===== src/rtl/gtx_link_ctrl.sv =====
// gtx_link_ctrl: bring-up and monitoring controller for one GTX lane.
// It waits for QPLL lock, pulses the GT resets, waits for reset-done and
// aligns on K28.5 commas. It then sends an incrementing counter and checks
// the received counter stream.
module gtx_link_ctrl #(
  parameter int          LOCK_TIMEOUT = 100000,
  parameter int          RST_CYCLES   = 16,
  parameter int          ALIGN_WORDS  = 64,
  parameter logic [15:0] ERR_LIMIT    = 16'd1000
) (
  input  logic        sysclk_in,
  input  logic        soft_reset_in,
  input  logic        start_in,
  input  logic        qplllock_in,
  input  logic        txresetdone_in,
  input  logic        rxresetdone_in,
  output logic        gttxreset_out,
  output logic        gtrxreset_out,
  output logic        txuserrdy_out,
  output logic        rxuserrdy_out,
  output logic [31:0] txdata_out,
  output logic [3:0]  txcharisk_out,
  input  logic [31:0] rxdata_in,
  input  logic [3:0]  rxcharisk_in,
  output logic        link_up_out,
  output logic [2:0]  state_out,
  output logic [15:0] err_count_out,
  output logic [31:0] word_count_out
);

  typedef enum logic [2:0] {
    IDLE      = 3'd0,
    WAIT_LOCK = 3'd1,
    RESET_GT  = 3'd2,
    WAIT_DONE = 3'd3,
    ALIGN     = 3'd4,
    DATA      = 3'd5,
    FAIL      = 3'd6
  } state_e;

  localparam logic [31:0] COMMA_WORD = 32'h0000_00BC;
  localparam logic [3:0]  COMMA_K    = 4'b0001;
  localparam logic [31:0] TMO_LAST   = 32'(LOCK_TIMEOUT - 1);
  localparam logic [31:0] RST_LAST   = 32'(RST_CYCLES - 1);
  localparam logic [31:0] ALIGN_LAST = 32'(ALIGN_WORDS - 1);

  state_e      state_q, state_d;
  logic [31:0] tmr_q, tmr_d;            // per-state cycle counter (timeouts, reset pulse)
  logic [31:0] align_cnt_q, align_cnt_d;
  logic [15:0] err_cnt_q, err_cnt_d;
  logic [31:0] word_cnt_q, word_cnt_d;
  logic [31:0] expected_q, expected_d;
  logic        seeded_q, seeded_d;
  logic [31:0] txdata_q, txdata_d;
  logic [3:0]  txk_q, txk_d;
  logic        link_up_q, link_up_d;

  logic is_comma;
  logic tmo_hit;
  logic align_done;
  logic data_active;
  logic bringup_entry;

  assign is_comma   = (rxdata_in == COMMA_WORD) && (rxcharisk_in == COMMA_K);
  assign tmo_hit    = (tmr_q == TMO_LAST);
  assign align_done = is_comma && (align_cnt_q == ALIGN_LAST);

  // State register; soft reset overrides every transition, start_in included.
  always_ff @(posedge sysclk_in) begin
    // NOTE: flops use non-blocking assignments so every register updates from the same pre-edge values.
    if (soft_reset_in) state_q <= IDLE;
    else               state_q <= state_d;
  end

  // Next-state logic; loss of QPLL lock outranks every other exit once the GT is in reset or running.
  always_comb begin
    // NOTE: state_d gets a default first so no path through the case leaves it unassigned (no latch).
    state_d = state_q;
    case (state_q)
      IDLE: begin
        if (start_in) state_d = WAIT_LOCK;
      end
      WAIT_LOCK: begin
        if (qplllock_in)  state_d = RESET_GT;
        else if (tmo_hit) state_d = FAIL;
      end
      RESET_GT: begin
        if (!qplllock_in)           state_d = FAIL;
        else if (tmr_q == RST_LAST) state_d = WAIT_DONE;
      end
      WAIT_DONE: begin
        if (!qplllock_in)                          state_d = FAIL;
        else if (txresetdone_in && rxresetdone_in) state_d = ALIGN;
        else if (tmo_hit)                          state_d = FAIL;
      end
      ALIGN: begin
        if (!qplllock_in)    state_d = FAIL;
        else if (align_done) state_d = DATA;
        else if (tmo_hit)    state_d = FAIL;
      end
      DATA: begin
        if (!qplllock_in)                state_d = FAIL;
        else if (err_cnt_q >= ERR_LIMIT) state_d = FAIL;
      end
      FAIL: begin
        if (start_in) state_d = WAIT_LOCK;
      end
      default: state_d = IDLE;
    endcase
  end

  // GT control outputs decoded directly from the current state.
  always_comb begin
    gttxreset_out = (state_q == RESET_GT);
    gtrxreset_out = (state_q == RESET_GT);
    txuserrdy_out = (state_q == WAIT_DONE) || (state_q == ALIGN) || (state_q == DATA);
    rxuserrdy_out = (state_q == WAIT_DONE) || (state_q == ALIGN) || (state_q == DATA);
    state_out     = state_q;
  end

  assign bringup_entry = (state_d == WAIT_LOCK) && (state_q != WAIT_LOCK);
  // A DATA cycle with lock already lost is treated as link-down: nothing is counted or compared.
  assign data_active   = (state_q == DATA) && qplllock_in;

  // Datapath next values: timers, alignment count, RX checker and TX word.
  always_comb begin
    tmr_d       = 32'd0;
    align_cnt_d = 32'd0;
    err_cnt_d   = err_cnt_q;
    word_cnt_d  = word_cnt_q;
    expected_d  = expected_q;
    seeded_d    = (state_q == DATA) ? seeded_q : 1'b0;
    txdata_d    = 32'd0;
    txk_d       = 4'd0;
    link_up_d   = (state_q == DATA);

    // The timer restarts on every state change and runs only in the timed states.
    if (state_d == state_q) begin
      case (state_q)
        WAIT_LOCK, RESET_GT, WAIT_DONE, ALIGN: tmr_d = tmr_q + 32'd1;
        default:                               tmr_d = 32'd0;
      endcase
    end

    if (state_q == ALIGN && is_comma) align_cnt_d = align_cnt_q + 32'd1;

    if (bringup_entry) begin
      err_cnt_d  = 16'd0;
      word_cnt_d = 32'd0;
      expected_d = 32'd0;
    end else if (data_active && rxcharisk_in == 4'd0) begin
      if (!seeded_q) begin
        // First data word only establishes where the far end's counter is.
        seeded_d   = 1'b1;
        expected_d = rxdata_in + 32'd1;
      end else begin
        word_cnt_d = word_cnt_q + 32'd1;
        if (rxdata_in != expected_q) begin
          if (err_cnt_q != 16'hFFFF) err_cnt_d = err_cnt_q + 16'd1;
          expected_d = rxdata_in + 32'd1;
        end else begin
          expected_d = expected_q + 32'd1;
        end
      end
    end

    // TX word is registered against the next state so it lines up with state_out.
    case (state_d)
      ALIGN: begin
        txdata_d = COMMA_WORD;
        txk_d    = COMMA_K;
      end
      DATA: begin
        txdata_d = (state_q == DATA) ? txdata_q + 32'd1 : 32'd0;
        txk_d    = 4'd0;
      end
      default: begin
        txdata_d = 32'd0;
        txk_d    = 4'd0;
      end
    endcase
  end

  // Datapath registers, all cleared by soft reset.
  always_ff @(posedge sysclk_in) begin
    if (soft_reset_in) begin
      tmr_q       <= 32'd0;
      align_cnt_q <= 32'd0;
      err_cnt_q   <= 16'd0;
      word_cnt_q  <= 32'd0;
      expected_q  <= 32'd0;
      seeded_q    <= 1'b0;
      txdata_q    <= 32'd0;
      txk_q       <= 4'd0;
      link_up_q   <= 1'b0;
    end else begin
      tmr_q       <= tmr_d;
      align_cnt_q <= align_cnt_d;
      err_cnt_q   <= err_cnt_d;
      word_cnt_q  <= word_cnt_d;
      expected_q  <= expected_d;
      seeded_q    <= seeded_d;
      txdata_q    <= txdata_d;
      txk_q       <= txk_d;
      link_up_q   <= link_up_d;
    end
  end

  assign txdata_out     = txdata_q;
  assign txcharisk_out  = txk_q;
  assign link_up_out    = link_up_q;
  assign err_count_out  = err_cnt_q;
  assign word_count_out = word_cnt_q;

endmodule


===== config.mk =====
export PLATFORM = sky130hd
export DESIGN_NAME = gtx_link_ctrl
export DESIGN_NICKNAME = d
export VERILOG_FILES = /design/src/rtl/gtx_link_ctrl.sv
export SDC_FILE = /design/constraint.sdc
export NUM_CORES = 1
export LEC_CHECK = 0
export ABC_CLOCK_PERIOD_IN_PS = 6300
export CAP_MARGIN = 20
export CORE_MARGIN = 5
export CORE_UTILIZATION = 40
export DETAILED_ROUTE_END_ITERATION = 10
export GPL_ROUTABILITY_DRIVEN = 0
export SYNTH_ARGS = -nofsm -noshare
export SYNTH_HDL_FRONTEND = slang
export SYNTH_SLANG_ARGS = --single-unit

===== constraint.sdc =====
create_clock -name sysclk_in -period 6.3 [get_ports sysclk_in]
set_clock_uncertainty 0.05 [all_clocks]
set_input_delay 0.63 -clock sysclk_in [delete_from_list [all_inputs] [get_ports sysclk_in]]
set_output_delay 0.63 -clock sysclk_in [all_outputs]
set_load 0.01 [all_outputs]

; ---- After elaboration in Yosys (flattened, before gate mapping)
; Index checks and enable logic that the tools add are counted.
[word_totals]
register_bits = 185
input_bits = 42
output_inout_bits = 92
elab_cells = 78
[op_classes]
add_sub_neg = 7
order_cmp = 1
eq_ne = 18
muxes = 21
bitwise = 3
reduce_logical = 18
[ops]
columns = cell, count
row1 = "32-bit by 1-bit adder with 32-bit output, second input constant", 6
row2 = 32-bit 2-to-1 mux, 3
row3 = 32-bit case mux with 2 select lines, 1
row4 = 3-bit 2-to-1 mux, 11
row5 = "32-bit by 17-bit equality test with 1-bit output, second input constant", 1
row6 = "32-bit by 4-bit equality test with 1-bit output, second input constant", 1
row7 = "32-bit by 6-bit equality test with 1-bit output, second input constant", 1
row8 = "32-bit by 8-bit equality test with 1-bit output, second input constant", 1
row9 = 32-bit inequality test, 1
row10 = 3-bit case mux with 6 select lines, 1
row11 = "16-bit by 1-bit adder with 16-bit output, second input constant", 1
row12 = "16-bit by 10-bit >= comparator with 1-bit output, second input constant", 1
row13 = "16-bit inequality test, second input constant", 1
row14 = "3-bit equality test, second input constant", 5
row15 = 1-bit logical AND, 7
row16 = "3-bit by 1-bit equality test with 1-bit output, second input constant", 2
row17 = "3-bit by 2-bit equality test with 1-bit output, second input constant", 2
row18 = 2-bit OR reduction, 3
row19 = 1-bit 2-to-1 mux, 5
row20 = "4-bit by 1-bit equality test with 1-bit output, second input constant", 1
row21 = 4-bit logical NOT, 1
row22 = 4-bit AND reduction, 1
row23 = 4-bit OR reduction, 1
row24 = 3-bit equality test, 1
row25 = 6 further kinds, 9

; ---- Longest topological paths before layout
; Gate-level depths: netlist of run 1.
[logic_depth]
word_depth = 9
depth_mapped = 10
depth_no_buf = 9

; ---- Least setup slack after synthesis of run 1
; OpenSTA, ideal clock, no wires.
[synth_timing]
path_kind = input port to flip-flop
from = in rxcharisk_in[1]
to = reg word_cnt_q[29], in the netlist word_count_out[29]
setup_time_ps = 128
arrival_ps = 2424
required_ps = 6122
path_slack_ps = 3699
path_stages = 7
path_buffers = 0
cell_sequence = or3_4 or3_4 or4_4 nor3_4 nand3_1 xor2_1 nor2_1
[synth_via]
elab_chain_len = 9
word_cells_on_any_way = 12
classes_between = 2 x eq/ne / 3 x mux / 7 x reduce/logical
[synth_lines]
columns = item, line_no
row1 = from (decl), 24  ; input logic [3:0] rxcharisk_in,
row2 = 4-bit by 1-bit equality test with 1-bit output, 64  ; assign is_comma = (rxdata_in == COMMA_WORD) && (rxcharisk_in == COMMA_K);
row3 = 1-bit logical AND, 64
row4 = 1-bit logical AND, 66  ; assign align_done = is_comma && (align_cnt_q == ALIGN_LAST);
row5 = 3-bit 2-to-1 mux, 98  ; else if (align_done) state_d = DATA;
row6 = 3-bit 2-to-1 mux, 97  ; if (!qplllock_in) state_d = FAIL;
row7 = 3-bit case mux with 6 select lines, 79  ; case (state_q)
row8 = 3-bit by 1-bit equality test with 1-bit output, 121  ; assign bringup_entry = (state_d == WAIT_LOCK) && (state_q != WAIT_LOCK);
row9 = 1-bit logical AND, 121
row10 = 2-bit OR reduction (no line), --
row11 = to (signal assigned), 200  ; word_cnt_q <= word_cnt_d;
row12 = to (decl), 51  ; logic [31:0] word_cnt_q, word_cnt_d;
; Parallel ways exist; a longest one is shown, timed or not.
; A chain may end at the register's enable or synchronous reset.

; ---- Worst setup path after layout of run 1
[layout_timing]
from = in rxdata_in[25]
to = reg expected_q[7]
[layout_via]
elab_chain_len = 9
word_cells_on_any_way = 12
classes_between = 3 x eq/ne / 5 x mux / 4 x reduce/logical
[layout_lines]
columns = item, line_no
row1 = from (decl), 23  ; input logic [31:0] rxdata_in,
row2 = 32-bit by 8-bit equality test with 1-bit output, 64
row3 = 1-bit logical AND, 64
row4 = 1-bit logical AND, 66
row5 = 3-bit 2-to-1 mux, 98
row6 = 3-bit 2-to-1 mux, 97
row7 = 3-bit case mux with 6 select lines, 79
row8 = 3-bit by 1-bit equality test with 1-bit output, 121
row9 = 1-bit logical AND, 121
row10 = 2-bit OR reduction (no line), --
row11 = to (signal assigned), 201  ; expected_q <= expected_d;
row12 = to (decl), 52  ; logic [31:0] expected_q, expected_d;
; Parallel ways exist; a longest one is shown, timed or not.

==> flow_summary.yaml, run 1 <==
outcome:
  outcome: "finished, final reports clean"
power:
  peakVddDrop_v: 0.0001304
  power.density_mw_per_mm2: 204.3
  leakage_nw: 3.851
floorplan:
  start_util_pct: 40.32
  die_h_um: 165.9
  core_area_mm2: 0.02411
  die_w_um: 165.9
  num_rows: 57
  ios: 134
  die-area_mm2: 0.02752
finish:
  final_common_cell: "dfxtp_1"
  area_growth_syn_to_layout_pct: 22.09
  nets: 1340
  most-common-layout-cells: "182 x dfxtp_1, 161 x nor2_1, 130 x clkdlybuf4s50_1"
  layout-drive-gt1-share_pct: 6.682
  diodes: 0
  post-route-cell-area_mm2: 0.01187
  fillerInstances: 2398
yosys:
  syn_area_mm2: 0.009721
  synth_seq_cells: 182
  yosysTopAreaCellShare_pct: 37.48
  ys_async_sr_fraction_pct: 0
  synth-seq-area-share_pct: 37.48
  synth_cell_types: 71
  synth_edf_count: 0
  synth_ff_type: "dfxtp_1"
  synth_top_cell_by_area: "dfxtp_1"
  ys_top_cells_by_area: "dfxtp_1 37%, xor2_1 11%, nor2_1 6.2%"
  synthCells: 1177
  syn_avg_cell_area_um2: 8.259
  ys_warn_count: 0
clock_network:
  cts-root-buf: "clkbuf_16"
  clkSinkCount: 182
  post_cts_buffers: 0
  post_cts_resized: 0
  clock_latency_ns: 0.44
  cts_buffers: 17
  clk_path_buf_depth: 2
  cts_tree: "built"
  clk_pin_slew_worst_paths_ns: 0.08
  postCtsHoldBufs: 0
  htreeDepth: 4
routing:
  wl_um: 25360
  drc: 0
  postRouteAntennaNets: 0
  num_vias: 8712
  firstDrtPassIters: 5
  dr.first_iter.drc_count: 584
  via_per_inst: 5.358
  wl_per_cell_um: 15.60
grt:
  gr-total-overflow: 0
  use_met3_pct: 3.785
  use_met1_pct: 24.44
  busiest_layer: "met2"
  grtUsageTotal_pct: 18.01
  gr-usage-met2_pct: 29.00
  grt_max_degree: 52
  antenna_found_initial: 0
  grt_pass1_vias: 8223
  grt_pass1_wl_um: 41730
sta:
  final.setup.worst_slack_ns: 2.794
  setup-tns-final_ns: 0
  maxSlewViolCount: 0
  layout_min_cycle_time_ns: 3.506
  tightest_slew_ns: 1.227
  rsz0062_at_grt: "false"
  setup_viol: 0
  fmax_ghz: 0.2853
  hold_viol: 0
  finalCritPeriodShare_pct: 55.65
  max_slew_margin_pct: 17.59
  holdWs_ns: 0.4112
critical_path:
  cp.buffers_inverters: 1
  path_class: "input pin to register"
  critPathMaxStageDelay_ns: 1.08
  worstSetupEndpointType: "register"
  cp_data_required_time_ns: 6.59
  rrSetupSlack_ns: 3.12
  crit_chain: "clkdlybuf4s50_1, xor2_1, nor4_1, nand4_1, nor3_1, a21oi_1, a221oi_1"
  cp-start-kind: "input pin"
  crit_fanout: 7
  path_delay_family: "simple AND/OR/NAND/NOR gates"
  slowest_stage: "nor3_1"
  cp_data_arrival_time_ns: 3.80
place:
  place.port_buffers: 130
  dpl_cell_area_mm2: 0.01126
  place_ws_ns: 2.386
  dp_hpwl_um: 18580
job:
  maxCapViolations: 0
min_path:
  hold_path_class: "register to register"
## cell type report
cell class / instances / area [µm²] / area share [%]
clock buffers: 17 / 425.4 / 3.585
clock inverters: 15 / 177.7 / 1.497
inverters: 16 / 60.06 / 0.5061
multi-input cells: 936 / 5809 / 48.95
flip-flops and latches: 182 / 3643 / 30.70
well taps: 324 / 405.4 / 3.416
repair buffers: 136 / 1346 / 11.34
## path summary, 6_finish.rpt
path                  start       endpoint  depth (start not counted)
min                tmr_q[0]       tmr_q[0]                          1
max reg2reg  expected_q[25]  expected_q[7]                          6
max           rxdata_in[25]  expected_q[7]                          7
min reg2reg        tmr_q[0]       tmr_q[0]                          1
## layer usage
metal	up-vias	part of all wire, %	wire, µm
li1	4369	-	-
met1	4122	48	12070
met2	190	46	11740
met3	31	4.6	1164
met4	0	1.5	379
met5	-	0	0
## metrics by stage
step | power (mW) | cells | utilization, %
after global placement | 1.371 | 1593 | 46.70
final | 2.424 | 1626 | 49.23
after detailed placement | 1.369 | 1593 | 46.70
after CTS | 2.452 | 1625 | 49.20
after global routing | 2.512 | 1626 | 49.23
after floorplan | 1.295 | 1179 | -
## worst reg2reg max path, stage by stage (launching register included)
cell and delay, ns:
dfxtp_1 0.38, xor2_1 0.19, nor4_1 0.55, nand4_1 0.39
nor3_1 1.08, a21oi_1 0.15, a221oi_1 0.30
## kinds of logic (layout without fill, tap and decap cells)
group	after synthesis	after routing	share of synthesized area (%)
and+or+nand+nor	603	603	32.50
xor gates and xnor gates	190	190	17.12
DFF	182	182	37.48
AOI/OAI and AO/OA	127	127	8.367
buffers and inverters	61	184	2.909
adders and majority gates	9	9	1.158
muxes	4	4	0.4248
other	1	3	0.03858
## power by group
group | total, mW | switching, mW | internal, mW | leakage (nW)
sequential | 1.17 | 0.0122 | 1.15 | 1.47
clock | 1.08 | 0.542 | 0.538 | 0.291
combinational | 0.177 | 0.105 | 0.0718 | 2.09
## synth_stat cells, drive strengths merged (3+ instances only)
library cell  instances
inv                  16
nand4                52
a21oi                38
nand3                67
nor2                184
o21ai                34
ha                    9
dfxtp               182
a211oi                8
or4                   8
nor4b                 4
nand2b                8
and3                 30
xor2                123
mux2i                 3
and4                 21
or3                  19
a31oi                 9
clkbuf               26
buf                  19
xnor2                67
nor4                 39
nor2b                 4
nand2               114
and2                  9
nand4b                4
o211ai                5
a21o                  4
o22ai                 3
nor3                 33
## sequential cells by signal, indices dropped and copies added (netlist names)
| signal | count |
|---|---|
| align_cnt_q | 32 |
| state_out | 3 |
| word_count_out | 32 |
| expected_q | 32 |
| link_up_out | 1 |
| txdata_out | 32 |
| tmr_q | 32 |
| txcharisk_out | 1 |
| seeded_q | 1 |
| err_count_out | 16 |
(Power assumes the default switching activity.)
==> inputs of run 2 (changes only) <==
ABC_CLOCK_PERIOD_IN_PS = 3440   (was 6300)
clock period = 3.44 ns   (was 6.3 ns; I/O delays follow)
==> flow_summary.yaml, run 2 (synthesis gave the netlist of run 1 again) <==
floorplan:
  ios: 134
  core_area_mm2: 0.02411
  die_h_um: 165.9
  die-area_mm2: 0.02752
  start_util_pct: 40.32
  num_rows: 57
  die_w_um: 165.9
clock_network:
  cts_tree: "built"
  clk_path_buf_depth: 2
  post_cts_resized: 0
  post_cts_buffers: 0
  clock_latency_ns: 0.44
  cts-root-buf: "clkbuf_16"
  clkSinkCount: 182
  htreeDepth: 4
  clk_pin_slew_worst_paths_ns: 0.07
  cts_buffers: 17
  postCtsHoldBufs: 0
min_path:
  whs_endpoint: "tmr_q[0]"
  holdPathStages: 1
  hold_path_class: "register to register"
  hold_start: "tmr_q[0]"
critical_path:
  rr_worst_depth: 7
  critPathMaxStageDelay_ns: 0.63
  rrSetupSlack_ns: 0.74
  slowest_stage: "clkdlybuf4s50_1"
  path_class: "register to primary output"
  crit_fanout: 14
  cp_data_arrival_time_ns: 2.35
  cp_data_required_time_ns: 3.05
  worstSetupEndpointType: "primary output"
  reg2reg_to: "word_count_out[25]"
  cp-start-kind: "register"
  worst_r2r_startpoint: "state_out[0]"
  crit_chain: "nand2b_1, o21ai_0, clkdlybuf4s50_1"
routing:
  via_per_inst: 5.288
  wl_per_cell_um: 15.56
  wl_um: 25640
  num_vias: 8715
  postRouteAntennaNets: 0
  dr.first_iter.drc_count: 542
  drc: 0
  firstDrtPassIters: 5
sta:
  tightest_slew_ns: 1.062
  fmax_ghz: 0.3640
  setup_viol: 0
  max_slew_margin_pct: 29.07
  finalCritPeriodShare_pct: 79.87
  layout_min_cycle_time_ns: 2.747
  final.setup.worst_slack_ns: 0.6925
  hold_viol: 0
  maxSlewViolCount: 0
  rsz0062_at_grt: "false"
  setup-tns-final_ns: 0
power:
  peakVddDrop_v: 0.0002581
  power.density_mw_per_mm2: 369.2
  leakage_nw: 3.958
place:
  dp_hpwl_um: 19220
  place_ws_ns: 0.3283
  dpl_cell_area_mm2: 0.01145
  place.port_buffers: 130
outcome:
  outcome: "finished, final reports clean"
grt:
  antenna_found_initial: 0
  grt_pass1_vias: 8174
  grtUsageTotal_pct: 18.39
  grt_pass1_wl_um: 42590
  gr-total-overflow: 0
  grt_max_degree: 44
finish:
  post-route-cell-area_mm2: 0.01204
  final_common_cell: "dfxtp_1"
  fillerInstances: 2405
  diodes: 0
  post-route-util_pct: 49.96
  nets: 1362
  area_growth_syn_to_layout_pct: 23.90
  layout-drive-gt1-share_pct: 8.233
  most-common-layout-cells: "182 x dfxtp_1, 161 x nor2_1, 130 x clkdlybuf4s50_1"
job:
  maxCapViolations: 0
run 2: area by class of cell:
class	count	area, µm²	area share (%)
well taps	324	405.4	3.366
repair buffers	158	1536	12.76
inverters	16	60.06	0.4986
multi-input cells	936	5809	48.23
clock inverters	15	163.9	1.361
clock buffers	17	425.4	3.532
flip-flops and latches	182	3643	30.25
run 2: per-layer routing:
layer	vias to the layer above	GRT usage (%)	share of wire, %
met5	-	0	0
met4	0	5.667	2.1
met3	38	4.285	4.8
met2	181	29.01	46
met1	4097	25.12	47
li1	4399	-	-
run 2: how the worst max path moves through the flow:
stage | cells after the start | slack (ns) | start | end
floorplan | 9 | 1.09 | tmr_q[0] | tmr_q[26]
global placement | 10 | 0.34 | rxdata_in[6] | tmr_q[10]
detailed placement | 8 | 0.33 | rxdata_in[14] | expected_q[3]
CTS | 7 | 0.72 | state_out[0] | word_count_out[21]
global route | 8 | 0.48 | txdata_out[0] | txdata_out[30]
finish | 3 | 0.69 | state_out[0] | txuserrdy_out
run 2: metrics by stage:
stage | total power [mW] | instances | hold slack (ns)
3_3_place_gp | 2.536 | 1616 | 0.3821
4_1_cts | 4.507 | 1648 | 0.4054
5_1_grt | 4.636 | 1648 | 0.4390
2_1_floorplan | 2.372 | 1179 | 0.3656
3_5_place_dp | 2.535 | 1616 | 0.3918
6_report | 4.447 | 1648 | 0.4097
run 2: power by group:
part | switching, mW | leakage [nW] | internal [mW] | total [mW]
combinational | 0.199 | 2.21 | 0.152 | 0.350
sequential | 0.0217 | 1.47 | 2.12 | 2.14
clock | 0.928 | 0.280 | 1.03 | 1.96
run 2: critical path, delay by kind of cell (launching register included):
family	cells	cell delay, ns
buffers and inverters	1	0.63
flip-flops	1	0.61
AO/OA/AOI/OAI	1	0.45
AND/OR/NAND/NOR	1	0.23
==> inputs of run 3 (changes only) <==
ABC_CLOCK_PERIOD_IN_PS = 2300   (was 3440)
clock period = 2.3 ns   (was 3.44 ns; I/O delays follow)
==> flow_summary.yaml, run 3 (synthesis gave the netlist of run 1 again) <==
outcome:
  outcome: "complete, but fails checks"
  violations: "setup timing"
grt:
  grt_max_degree: 33
  grt_pass1_wl_um: 46160
  grtUsageTotal_pct: 19.90
  grt_pass1_vias: 9234
  antenna_found_initial: 1
  gr-total-overflow: 0
critical_path:
  critPathMaxStageDelay_ns: 0.55
  cp_data_required_time_ns: 2.57
  crit_fanout: 8
  worstSetupEndpointType: "register"
  path_delay_family: "simple AND/OR/NAND/NOR gates"
  slowest_stage: "or4_4"
  cp-start-kind: "register"
  rrSetupSlack_ns: -0.19
  path_class: "register to register"
  cp.buffers_inverters: 2
  cp_data_arrival_time_ns: 2.77
  crit_chain: "nor4_4, buf_4, nand3_4, or4_4, o311ai_2, a41o_1, a221o_2, clkbuf_16, nor2_4"
power:
  power.density_mw_per_mm2: 478.7
  peakVddDrop_v: 0.0004423
  leakage_nw: 5.243
routing:
  via_per_inst: 5.202
  num_vias: 9723
  drc: 0
  postRouteAntennaNets: 0
  wl_um: 28540
  wl_per_cell_um: 15.27
  dr.first_iter.drc_count: 602
  firstDrtPassIters: 6
sta:
  layout_min_cycle_time_ns: 2.493
  finalCritPeriodShare_pct: 108.4
  maxSlewViolCount: 0
  holdWs_ns: 0.3899
  tightest_slew_ns: 0.6994
  hold_viol: 0
  fmax_ghz: 0.4011
  max_slew_margin_pct: 53.16
  final.setup.worst_slack_ns: -0.1929
  setup-tns-final_ns: -6.022
  rsz0062_at_grt: "true"
  setup_viol: 38
clock_network:
  clk_pin_slew_worst_paths_ns: 0.08
  clock_latency_ns: 0.44
  cts_buffers: 17
  clk_path_buf_depth: 2
  clkSinkCount: 182
  htreeDepth: 4
  cts-root-buf: "clkbuf_16"
  cts_tree: "built"
floorplan:
  core_area_mm2: 0.02411
  die_h_um: 165.9
  num_rows: 57
  die-area_mm2: 0.02752
  start_util_pct: 40.32
  ios: 134
  die_w_um: 165.9
job:
  maxCapViolations: 0
finish:
  final_common_cell: "buf_4"
  layout-drive-gt1-share_pct: 25.89
  nets: 1584
  area_growth_syn_to_layout_pct: 46.27
  diodes: 0
  most-common-layout-cells: "233 x buf_4, 172 x dfxtp_1, 153 x nor2_1"
place:
  place.port_buffers: 130
  place_ws_ns: -0.6345
  dp_hpwl_um: 21120
min_path:
  hold_path_class: "input pin to register"
==> run 3: changes by cell type in the layout (fill, tap and decap cells not counted), sizes merged, moves of 2 or more <==
cell / delta
dlygate4sd2: +3
clkdlybuf4s50: -7
inv: +2
buf: +221
dlymetal6s2s: +4
clkinvlp: -2
==> run 3: per-stage QoR <==
stage	total power, mW	utilization [%]	instance area [µm²]	std cells
after floorplan	3.548	-	9743	1179
after global placement	3.906	54.02	13020	1821
after detailed placement	3.906	54.02	13020	1821
after CTS	6.874	57.55	13870	1859
after global routing	7.037	58.98	14220	1869
final	6.807	58.98	14220	1869
==> run 3: layout make-up <==
type | count | area, µm²
clock buffer | 17 | 425.4
clock inverter | 14 | 151.4
fill | 2215 | 9887
inverter | 16 | 60.06
multi-input combinational | 936 | 6243
sequential | 182 | 3656
tap | 324 | 405.4
timing repair buffer | 380 | 3277
==> run 3: power breakdown <==
part           internal (mW)  switching [mW]  leakage (nW)
Clock                   1.45            1.44         0.282
Sequential              3.16          0.0143          1.47
Combinational          0.346           0.391          3.49
==> run 3: worst paths after layout <==
| kind | start | to | cells past startpoint |
|---|---|---|---|
| setup / recovery | tmr_q[27] | tmr_q[2] | 9 |
| hold / removal | rxcharisk_in[3] | word_count_out[4] | 7 |
| setup reg to reg | tmr_q[27] | tmr_q[2] | 9 |
| hold reg to reg | txdata_out[0] | txdata_out[0] | 1 |
==> run 3: tightest hold or removal path, cell delays in order <==
cell and delay, ns:
dlymetal6s2s_1 0.08, or3_4 0.15, nor4_1 0.05, buf_4 0.14, nand2_1 0.07, xor2_1 0.06, nor2_1 0.07
==> run 3: routing by layer <==
layer | up-vias | wire length (µm) | global-route usage, %
met5 | - | 20 | 0
met4 | 2 | 439 | 5.452
met3 | 28 | 1472 | 3.618
met2 | 234 | 13440 | 32.51
met1 | 4597 | 13170 | 27.13
li1 | 4862 | - | -
==> run 3: repair_timing <==
action | CTS | global route
setup endpoints to repair | 57 | 81
endpoints found under the hold margin | 0 | 0
cloned | 3 | 2
hold buffers | 0 | 0
pin swaps | 29 | 39
gates resized for setup | 42 | 85
buffers inserted | 8 | 11
